<file path="src/rtl/mem_pkg.sv">
// Shared types and constants for the two-port data RAM arbiter.
// Access-type encodings, port indices, response state and the request bundle.
package mem_pkg;

  localparam logic [2:0] RW_B  = 3'b000;
  localparam logic [2:0] RW_H  = 3'b001;
  localparam logic [2:0] RW_W  = 3'b010;
  localparam logic [2:0] RW_BU = 3'b100;
  localparam logic [2:0] RW_HU = 3'b101;

  localparam int unsigned PORT_LSU = 0;
  localparam int unsigned PORT_DBG = 1;

  typedef enum logic {StEmpty, StFull} resp_state_e;

  typedef struct packed {
    logic        we;
    logic [31:0] addr;
    logic [2:0]  rw_type;
    logic [31:0] wdat;
  } mem_req_t;

endpackage

</file>
<file path="src/rtl/mem_arbiter_if.sv">
// Bundle of both requester ports and the RAM-side bus of the arbiter.
// The slave modport is the arbiter's view; master is the requesters/RAM view.
interface mem_arbiter_if;
  logic        req_0, req_1;
  logic        we_0, we_1;
  logic [31:0] addr_0, addr_1;
  logic [2:0]  rw_type_0, rw_type_1;
  logic [31:0] wdat_0, wdat_1;
  logic        gnt_0, gnt_1;
  logic        rvalid_0, rvalid_1;
  logic        rready_0, rready_1;
  logic [31:0] rdata_0, rdata_1;
  logic        rerr_0, rerr_1;
  logic        mem_wr_en, mem_rd_en;
  logic [31:0] mem_addr;
  logic [2:0]  mem_rw_type;
  logic [31:0] mem_wdat;
  logic [31:0] mem_rdat;

  modport slave (
    input  req_0, req_1, we_0, we_1, addr_0, addr_1, rw_type_0, rw_type_1,
    input  wdat_0, wdat_1, rready_0, rready_1, mem_rdat,
    output gnt_0, gnt_1, rvalid_0, rvalid_1, rdata_0, rdata_1, rerr_0, rerr_1,
    output mem_wr_en, mem_rd_en, mem_addr, mem_rw_type, mem_wdat
  );

  modport master (
    output req_0, req_1, we_0, we_1, addr_0, addr_1, rw_type_0, rw_type_1,
    output wdat_0, wdat_1, rready_0, rready_1, mem_rdat,
    input  gnt_0, gnt_1, rvalid_0, rvalid_1, rdata_0, rdata_1, rerr_0, rerr_1,
    input  mem_wr_en, mem_rd_en, mem_addr, mem_rw_type, mem_wdat
  );
endinterface

</file>
<file path="src/rtl/mem_req_check.sv">
// Combinational legality screen for one RAM request: bad type, store to an
// unsigned-load type, misalignment, or address beyond the RAM window.
module mem_req_check
  import mem_pkg::*;
#(
  parameter int unsigned RAM_AW = 10
) (
  input  logic        we,
  input  logic [31:0] addr,
  input  logic [2:0]  rw_type,
  output logic        err
);

  always_comb begin
    err = 1'b0;
    unique case (rw_type)
      RW_B:    err = 1'b0;
      RW_H:    err = addr[0];
      RW_W:    err = |addr[1:0];
      RW_BU:   err = we;
      RW_HU:   err = we | addr[0];
      default: err = 1'b1;
    endcase
    if ((addr >> RAM_AW) != 32'd0) begin
      err = 1'b1;
    end
  end

endmodule

</file>
<file path="src/rtl/mem_arbiter.sv">
// Two-port arbiter in front of a single-port data RAM. Grants one request per
// cycle, performs the access in the grant cycle and registers the response.
module mem_arbiter
  import mem_pkg::*;
#(
  parameter int unsigned RAM_AW    = 10,
  parameter int unsigned PRIO_MODE = 0
) (
  input  logic           clk,
  input  logic           rst_n,
  mem_arbiter_if.slave   bus
);

  mem_req_t    port_req [2];
  logic [1:0]  req, rready, elig, gnt;
  resp_state_e state_q [2];
  resp_state_e state_d [2];
  logic [31:0] rdata_q [2];
  logic [31:0] rdata_d [2];
  logic [1:0]  rerr_q, rerr_d;
  logic        last_q, last_d;
  logic        sel;
  mem_req_t    greq;
  logic        req_err;

  always_comb begin
    port_req[PORT_LSU] = '{we: bus.we_0, addr: bus.addr_0, rw_type: bus.rw_type_0,
                           wdat: bus.wdat_0};
    port_req[PORT_DBG] = '{we: bus.we_1, addr: bus.addr_1, rw_type: bus.rw_type_1,
                           wdat: bus.wdat_1};
  end

  assign req    = {bus.req_1, bus.req_0};
  assign rready = {bus.rready_1, bus.rready_0};

  // A full response slot frees up for a new grant in the cycle it drains.
  always_comb begin
    elig = 2'b00;
    for (int i = 0; i < 2; i++) begin
      elig[i] = req[i] & ((state_q[i] == StEmpty) | rready[i]);
    end
  end

  always_comb begin
    gnt = 2'b00;
    if (rst_n) begin
      if (elig == 2'b11) begin
        if (PRIO_MODE == 1) begin
          gnt = 2'b01;
        end else begin
          gnt = last_q ? 2'b01 : 2'b10;
        end
      end else begin
        gnt = elig;
      end
    end
  end

  assign sel  = gnt[1];
  assign greq = port_req[sel];

  mem_req_check #(
    .RAM_AW (RAM_AW)
  ) u_check (
    .we      (greq.we),
    .addr    (greq.addr),
    .rw_type (greq.rw_type),
    .err     (req_err)
  );

  always_comb begin
    bus.mem_wr_en   = 1'b0;
    bus.mem_rd_en   = 1'b0;
    bus.mem_addr    = '0;
    bus.mem_rw_type = '0;
    bus.mem_wdat    = '0;
    if (|gnt) begin
      bus.mem_wr_en   = greq.we & ~req_err;
      bus.mem_rd_en   = ~greq.we & ~req_err;
      bus.mem_addr    = greq.addr;
      bus.mem_rw_type = greq.rw_type;
      bus.mem_wdat    = greq.wdat;
    end
  end

  always_comb begin
    last_d = last_q;
    if (|gnt) begin
      last_d = sel;
    end
    for (int i = 0; i < 2; i++) begin
      state_d[i] = state_q[i];
      rdata_d[i] = rdata_q[i];
      rerr_d[i]  = rerr_q[i];
      if (gnt[i]) begin
        state_d[i] = StFull;
        rerr_d[i]  = req_err;
        rdata_d[i] = (!greq.we && !req_err) ? bus.mem_rdat : 32'd0;
      end else if ((state_q[i] == StFull) && rready[i]) begin
        state_d[i] = StEmpty;
      end
    end
  end

  // Pointer resets to port 1 so port 0 wins the first tie.
  always_ff @(posedge clk or negedge rst_n) begin
    if (!rst_n) begin
      for (int i = 0; i < 2; i++) begin
        state_q[i] <= StEmpty;
        rdata_q[i] <= '0;
      end
      rerr_q <= '0;
      last_q <= 1'b1;
    end else begin
      for (int i = 0; i < 2; i++) begin
        state_q[i] <= state_d[i];
        rdata_q[i] <= rdata_d[i];
      end
      rerr_q <= rerr_d;
      last_q <= last_d;
    end
  end

  assign bus.gnt_0    = gnt[0];
  assign bus.gnt_1    = gnt[1];
  assign bus.rvalid_0 = (state_q[0] == StFull);
  assign bus.rvalid_1 = (state_q[1] == StFull);
  assign bus.rdata_0  = rdata_q[0];
  assign bus.rdata_1  = rdata_q[1];
  assign bus.rerr_0   = rerr_q[0];
  assign bus.rerr_1   = rerr_q[1];

endmodule

</file>
<file path="src/flat_wrapper.sv">
// flat-port wrapper written by rule: the top's interface ports become plain ports
module mem_arbiter_flat import mem_pkg::*;
#(
  parameter int unsigned RAM_AW    = 10,
  parameter int unsigned PRIO_MODE = 0
)
  (clk, rst_n, bus_req_0, bus_req_1, bus_we_0, bus_we_1, bus_addr_0, bus_addr_1, bus_rw_type_0, bus_rw_type_1, bus_wdat_0, bus_wdat_1, bus_rready_0, bus_rready_1, bus_mem_rdat, bus_gnt_0, bus_gnt_1, bus_rvalid_0, bus_rvalid_1, bus_rdata_0, bus_rdata_1, bus_rerr_0, bus_rerr_1, bus_mem_wr_en, bus_mem_rd_en, bus_mem_addr, bus_mem_rw_type, bus_mem_wdat);
  mem_arbiter_if bus_i ();
  input  logic clk;
  input  logic rst_n;
  input wire logic [$bits(bus_i.req_0)-1:0] bus_req_0;
  input wire logic [$bits(bus_i.req_1)-1:0] bus_req_1;
  input wire logic [$bits(bus_i.we_0)-1:0] bus_we_0;
  input wire logic [$bits(bus_i.we_1)-1:0] bus_we_1;
  input wire logic [$bits(bus_i.addr_0)-1:0] bus_addr_0;
  input wire logic [$bits(bus_i.addr_1)-1:0] bus_addr_1;
  input wire logic [$bits(bus_i.rw_type_0)-1:0] bus_rw_type_0;
  input wire logic [$bits(bus_i.rw_type_1)-1:0] bus_rw_type_1;
  input wire logic [$bits(bus_i.wdat_0)-1:0] bus_wdat_0;
  input wire logic [$bits(bus_i.wdat_1)-1:0] bus_wdat_1;
  input wire logic [$bits(bus_i.rready_0)-1:0] bus_rready_0;
  input wire logic [$bits(bus_i.rready_1)-1:0] bus_rready_1;
  input wire logic [$bits(bus_i.mem_rdat)-1:0] bus_mem_rdat;
  output wire logic [$bits(bus_i.gnt_0)-1:0] bus_gnt_0;
  output wire logic [$bits(bus_i.gnt_1)-1:0] bus_gnt_1;
  output wire logic [$bits(bus_i.rvalid_0)-1:0] bus_rvalid_0;
  output wire logic [$bits(bus_i.rvalid_1)-1:0] bus_rvalid_1;
  output wire logic [$bits(bus_i.rdata_0)-1:0] bus_rdata_0;
  output wire logic [$bits(bus_i.rdata_1)-1:0] bus_rdata_1;
  output wire logic [$bits(bus_i.rerr_0)-1:0] bus_rerr_0;
  output wire logic [$bits(bus_i.rerr_1)-1:0] bus_rerr_1;
  output wire logic [$bits(bus_i.mem_wr_en)-1:0] bus_mem_wr_en;
  output wire logic [$bits(bus_i.mem_rd_en)-1:0] bus_mem_rd_en;
  output wire logic [$bits(bus_i.mem_addr)-1:0] bus_mem_addr;
  output wire logic [$bits(bus_i.mem_rw_type)-1:0] bus_mem_rw_type;
  output wire logic [$bits(bus_i.mem_wdat)-1:0] bus_mem_wdat;
  assign bus_i.req_0 = bus_req_0;
  assign bus_i.req_1 = bus_req_1;
  assign bus_i.we_0 = bus_we_0;
  assign bus_i.we_1 = bus_we_1;
  assign bus_i.addr_0 = bus_addr_0;
  assign bus_i.addr_1 = bus_addr_1;
  assign bus_i.rw_type_0 = bus_rw_type_0;
  assign bus_i.rw_type_1 = bus_rw_type_1;
  assign bus_i.wdat_0 = bus_wdat_0;
  assign bus_i.wdat_1 = bus_wdat_1;
  assign bus_i.rready_0 = bus_rready_0;
  assign bus_i.rready_1 = bus_rready_1;
  assign bus_i.mem_rdat = bus_mem_rdat;
  assign bus_gnt_0 = bus_i.gnt_0;
  assign bus_gnt_1 = bus_i.gnt_1;
  assign bus_rvalid_0 = bus_i.rvalid_0;
  assign bus_rvalid_1 = bus_i.rvalid_1;
  assign bus_rdata_0 = bus_i.rdata_0;
  assign bus_rdata_1 = bus_i.rdata_1;
  assign bus_rerr_0 = bus_i.rerr_0;
  assign bus_rerr_1 = bus_i.rerr_1;
  assign bus_mem_wr_en = bus_i.mem_wr_en;
  assign bus_mem_rd_en = bus_i.mem_rd_en;
  assign bus_mem_addr = bus_i.mem_addr;
  assign bus_mem_rw_type = bus_i.mem_rw_type;
  assign bus_mem_wdat = bus_i.mem_wdat;
  mem_arbiter #(.RAM_AW(RAM_AW), .PRIO_MODE(PRIO_MODE)) u_core (.clk(clk), .rst_n(rst_n), .bus(bus_i));
endmodule
</file>
<file path="config.mk">
export PLATFORM = sky130hd
export DESIGN_NAME = mem_arbiter_flat
export DESIGN_NICKNAME = d
export VERILOG_FILES = /design/src/rtl/mem_pkg.sv /design/src/rtl/mem_arbiter_if.sv /design/src/rtl/mem_req_check.sv /design/src/rtl/mem_arbiter.sv /design/src/flat_wrapper.sv
export SDC_FILE = /design/constraint.sdc
export NUM_CORES = 1
export LEC_CHECK = 0
export ABC_AREA = 1
export CORE_ASPECT_RATIO = 0.7
export CORE_UTILIZATION = 31
export DETAILED_ROUTE_END_ITERATION = 12
export PLACE_DENSITY_LB_ADDON = 0.25
export SETUP_SLACK_MARGIN = 0.05
export SLEW_MARGIN = 30
export SYNTH_ARGS = -nofsm -noshare
export SYNTH_HDL_FRONTEND = slang
export SYNTH_SLANG_ARGS = --single-unit
</file>
<file path="constraint.sdc">
create_clock -name clk -period 2.2 [get_ports clk]
set_input_delay 0.44 -clock clk [delete_from_list [all_inputs] [get_ports clk]]
set_output_delay 0.44 -clock clk [all_outputs]
set_load 0.02 [all_outputs]
</file>
==> out/qor.csv, run 1 <==
metric;value;unit
initial_core_util;0.3252;
cp.required;1.76;ns
critPathLaunchType;register;
vias_per_cell;5.341;
holdCritPathClass;in2async;
dieArea;13770;µm²
finalSetupTns;-51.66;ns
coreArea;12680;µm²
critPathKind;reg2out;
stdcell_area;9921;µm²
hold_viol_final;0;
synthFlopType;dfrtp_1;
async_flop_share;1.000;
ys_seq_area_frac;0.4191;
post_drt_wl_per_cell;21.78;µm
crit_start;u_core.bus.rvalid_1;
syn_area;4123;µm²
r2r_start;u_core.bus.rvalid_1;
ys_seq_elements;69;
syn-instance-count;605;
final_util;0.7826;
grt_pass1_vias;5822;
dpl_cell_area;7893;µm²
total_leakage_power;4.567;nW
drcViolationCount;0;
cap_violations;0;
syn2layout_area_growth;140.6;%
slew_viol_final;0;
status;finished with violations;
synth_top_area_share;0.4127;
numCtsBuffers;9;
gp_congestion;0.9463;
syn_avg_cell_area;6.814;µm²
drt-initial-drc-count;473;
dpl.hpwl;14600;µm
crit_buf_inv;4;
final_nets;1159;
io_buffers;312;
grt_setup_unrepaired;true;
min_period_over_period;1.300;
synth.area.top_cells;dfrtp_1 (41%), nand2_1 (18%), nand4_1 (9.9%);
yosys.area.top_type;dfrtp_1;
ios;313;
cts_tree;done;
clk_latency;0.33;ns
cts_max_path_buffers;2;
ir_drop;360.1;µV
overflow;0;
path_max_fanout;8;
syn_nets;779;
ant_nets;0;
dr_total_vias;6153;
final_common_cell;clkdlybuf4s50_1;
cts_root_buf;clkbuf_16;
layout-drive-gt1-share;0.3620;
clk_pin_slew;0.06;ns
antenna_found_initial;1;
fp.dieW;139.8;µm
grt_pass1_wl;33070;µm
layout_min_cycle_time;2.860;ns
slew_headroom;0.5544;
setup.worst_path.end_class;output port;
arrival;2.42;ns
die_h;98.49;µm
clkSinkCount;69;
critical_path.top_delay_family;simple AND/OR/NAND/NOR gates;
finalSetupViolCount;136;
synth_edf_count;0;
drt_pass1_iterations;5;
yosysWarningCount;0;
setup_slack;-0.6597;ns
cts_hold_buf;0;
tightestPinTransition;0.6684;ns
violations;setup timing;
ys_types;23;
dp_slack;-1.257;ns
power_density;485.6;nW/µm²
max_freq;349.7;MHz
final_cell_mix;clkdlybuf4s50_1 (236), nand2_1 (179), buf_6 (69);
grt_max_degree;70;
h-tree-depth;3;
grt_use_total;0.3168;
rows;34;
crit_chain;nand2_2 -> nand2_2 -> nor2_4 -> nand2_4 -> buf_12 -> buf_16 -> buf_8 -> nand2_2 -> nand2_1 -> nor2_2 -> nand4_2 -> nor2_4 -> nand2_4 -> nor2_4 -> buf_6;
cpPeakStageDelay;0.41;ns
finalWirelength;25100;µm
skew;0.008272;ns
cp_slowest_cell;dfrtp_2;
synthesized netlist by cell type (3+ instances only):
master    number
buf_6          7
o21ai_0        4
nand3_1       15
nand2_1      202
buf_2          6
clkbuf_1      29
o21ai_1        8
nand4_1       65
a21oi_1       54
nor2_1       104
dfrtp_1       68
nand3b_1       3
buf_1          8
inv_1         19
nand2_2        3
final cells by class:
type,instances,area (µm²)
fill,803,2756
clock inverter,6,40.04
timing repair buffer,419,4638
antenna,1,2.502
inverter,21,97.59
tap,162,202.7
multi-input combinational,465,2985
clock buffer,9,225.2
sequential,69,1729
kinds of logic after synthesis:
group | after synthesis | synth area share
and+or+nand+nor | 397 | 0.4179
DFF | 69 | 0.4191
buffers and inverters | 71 | 0.07921
AOI/OAI and AO/OA | 68 | 0.08377
registers in the layout, summed over array words and instances (netlist names):
name / count
u_core.rerr_q: 2
u_core.bus.rvalid_0: 1
u_core.bus.rdata_0: 32
u_core.last_q: 1
u_core.bus.rdata_1: 32
u_core.bus.rvalid_1: 1
layer usage:
metal,wire [µm],vias to the layer above,track usage
met5,0,-,0
met4,1210,0,0.1243
met3,2470,87,0.08746
met2,12150,400,0.5315
met1,9266,2901,0.3882
li1,-,2765,-
path summary, 6_finish.rpt:
kind / end / depth (start not counted) / slack (ns)
min in group clk: u_core.bus.rdata_1[2] / 2 / 0.48
worst min register to register: u_core.bus.rdata_1[2] / 2 / 0.48
worst max-delay path: bus_mem_wr_en / 15 / -0.66
max in group asynchronous: u_core.bus.rvalid_1 / 3 / 1.38
worst min-delay path: u_core.bus.rvalid_0 / 3 / 0.35
worst max register to register: u_core.bus.rdata_0[1] / 18 / -0.42
power breakdown:
group	leakage (nW)	switching, mW	internal, mW
Sequential	0.952	0.0160	1.29
Combinational	3.48	1.11	1.07
Clock	0.131	0.573	0.756
Total	4.57	1.70	3.12
repair_timing:
item,CTS,global route
cloned,9,10
setup endpoints to repair,137,137
buffers inserted,27,11
pin swaps,15,37
gates resized for setup,522,114
tightest hold or removal path: stages:
cell and delay (ns):
buf_4 0.09, buf_4 0.12, buf_6 0.50
stage by stage:
step                      power [mW]  hold slack [ns]  instances
after floorplan                2.008           0.1444        605
after global placement         2.901           0.4616       1085
after detailed placement       2.908           0.4648       1085
after CTS                      4.547           0.4793       1134
after global routing           4.994           0.4148       1152
final                          4.817           0.3538       1152
No activity file was read; power rests on OpenSTA's default activity.
==> run 2, diff against run 1 <==
--- a/config.mk
+++ b/config.mk
@@ -6,10 +6,10 @@
 export NUM_CORES = 1
 export LEC_CHECK = 0
 export ABC_AREA = 1
-export CORE_ASPECT_RATIO = 0.7
-export CORE_UTILIZATION = 31
+export CORE_AREA = 2 2 122 124
 export DETAILED_ROUTE_END_ITERATION = 12
-export PLACE_DENSITY_LB_ADDON = 0.25
+export DIE_AREA = 0 0 124 126
+export PLACE_DENSITY = 0.73
 export SETUP_SLACK_MARGIN = 0.05
 export SLEW_MARGIN = 30
 export SYNTH_ARGS = -nofsm -noshare
==> run 2 against run 1 <==
The run still ends with setup timing left. Die area grew 13%. Hold slack gained 0.061 ns. Sequential power is essentially flat. Sequential share of layout area shrank 0.43 points. Setup slack gained 0.11 ns. Via count shrank 3.1%. Final cell count grew 3.3%. Non-clock buffer count grew 15. Count of clock-buffer cells in the layout grew 2.
==> out/qor.csv, run 2 (synthesis results as in run 1) <==
metric;value;unit
status;finished with violations;
violations;setup timing;
grt_pass1_vias;5903;
slew_viol_final;0;
cpPeakStageDelay;0.40;ns
max_freq;364.3;MHz
cts_tree;done;
fin_total_pwr;5.119;mW
cts_max_path_buffers;2;
ios;313;
setup_slack;-0.5453;ns
crit_start;u_core.bus.rvalid_1;
stdcell_area;10170;µm²
crit_buf_inv;2;
dpl.hpwl;13610;µm
hold_viol_final;0;
die_h;126;µm
crit_chain;nand2_2 -> nand2_2 -> nor2_4 -> nand2_8 -> buf_4 -> o21ai_2 -> nand2_1 -> nor2_2 -> nand4_4 -> nor2_4 -> nand2_4 -> nor2_4 -> buf_6;
critPathKind;reg2out;
slew_headroom;0.5692;
skew;0.006065;ns
dpl_cell_area;7858;µm²
dr_total_vias;5960;
cp_slowest_cell;dfrtp_2;
drcViolationCount;0;
clk_pin_slew;0.05;ns
holdCritPathClass;in2async;
placed_cells;1104;
rows;44;
grt_setup_unrepaired;true;
drt-initial-drc-count;310;
ant_nets;0;
holdWs;0.4144;ns
setup.worst_path.end_class;output port;
drt_pass1_iterations;5;
tightestPinTransition;0.6462;ns
io_buffers;312;
grt_max_degree;70;
critPathLaunchType;register;
final_nets;1174;
nFillCells;1085;
min_period_over_period;1.248;
coreArea;14310;µm²
post_drt_wl_per_cell;19.98;µm
initial_core_util;0.2880;
critical_path.top_delay_family;simple AND/OR/NAND/NOR gates;
finalWirelength;23780;µm
arrival;2.31;ns
power_density;503.3;nW/µm²
cap_violations;0;
h-tree-depth;3;
grt_pass1_wl;32840;µm
grt_use_total;0.2759;
ir_drop;371.1;µV
fp.dieW;124;µm
gp_congestion;0.8734;
layout-drive-gt1-share;0.3592;
final_util;0.7107;
clkSinkCount;69;
numCtsBuffers;9;
clk_latency;0.33;ns
cp.required;1.76;ns
crit_top_cell;nor2_4;
total_leakage_power;4.719;nW
overflow;0;
layout_min_cycle_time;2.745;ns
r2r_start;u_core.bus.rvalid_1;
cts_hold_buf;0;
final_common_cell;clkdlybuf4s50_1;
finalSetupTns;-49.03;ns
cts_root_buf;clkbuf_16;
dp_slack;-1.152;ns
antenna_found_initial;1;
layoutNonFillerInstCount;1190;
final_cell_mix;clkdlybuf4s50_1 (236), nand2_1 (185), buf_6 (75);
finalSetupViolCount;136;
vias_per_cell;5.008;
dieArea;15620;µm²
path_max_fanout;8;
syn2layout_area_growth;146.7;%
run 2: cell types whose count changed in the layout (fill, tap and decap cells not counted), moves of 6 or more:
cell,before,now
a21oi_4,41,29
a21oi_2,11,20
buf_16,10,17
buf_6,69,75
clkbuf_16,17,11
nand2_1,179,185
nor2_1,40,46
run 2: worst paths after layout:
check,end,slack [ns],cells past startpoint
worst max register to register,u_core.bus.rdata_1[1],-0.46,18
worst min-delay path,u_core.bus.rvalid_0,0.41,3
max in group asynchronous,u_core.bus.rdata_0[2],1.33,3
min in group clk,u_core.bus.rdata_1[10],0.47,2
worst min register to register,u_core.bus.rdata_1[10],0.47,2
worst max-delay path,bus_mem_rd_en,-0.55,13
run 2: final cells by class:
cell class              count  area, µm²  area share
repair buffers            434       4916      0.4833
inverters                  21      105.1     0.01033
clock buffers              11      252.7     0.02485
diodes                      1      2.502   0.0002460
clock inverters             5      82.58    0.008118
multi-input cells         465       2854      0.2806
well taps                 184      230.2     0.02263
flip-flops and latches     69       1729      0.1700
run 2: per-layer routing:
layer  up-vias  global-route usage  share of wire
met1      2832              0.3040           0.35
met4         0              0.1110          0.037
met5         -                   0              0
li1       2794                   -              -
met3        60             0.06884          0.088
met2       274              0.4997           0.53
run 2: worst register-to-register path, cell delays in order (launching register included):
cell and delay, ns:
dfrtp_2 0.40, nand2_2 0.08, nand2_2 0.06, nor2_4 0.14, nand2_8 0.13, buf_4 0.17
o21ai_2 0.17, nand2_1 0.11, nor2_2 0.14, nand4_4 0.13, nor2_4 0.16, buf_4 0.13
buf_6 0.08, buf_6 0.08, buf_12 0.14, buf_8 0.14, buf_16 0.13, nand4_1 0.09
nand2_1 0.11
run 2: power breakdown:
part           switching (mW)  internal [mW]  total (mW)
Combinational            1.08           1.13        2.21
Sequential             0.0143           1.29        1.31
Clock                   0.543           1.06        1.60
run 2: what timing repair did:
item / in CTS / in global routing
setup endpoints to repair: 137 / 137
setup buffers: 39 / 12
pin swaps: 26 / 19
cloned: 20 / 2
gates resized for setup: 579 / 53
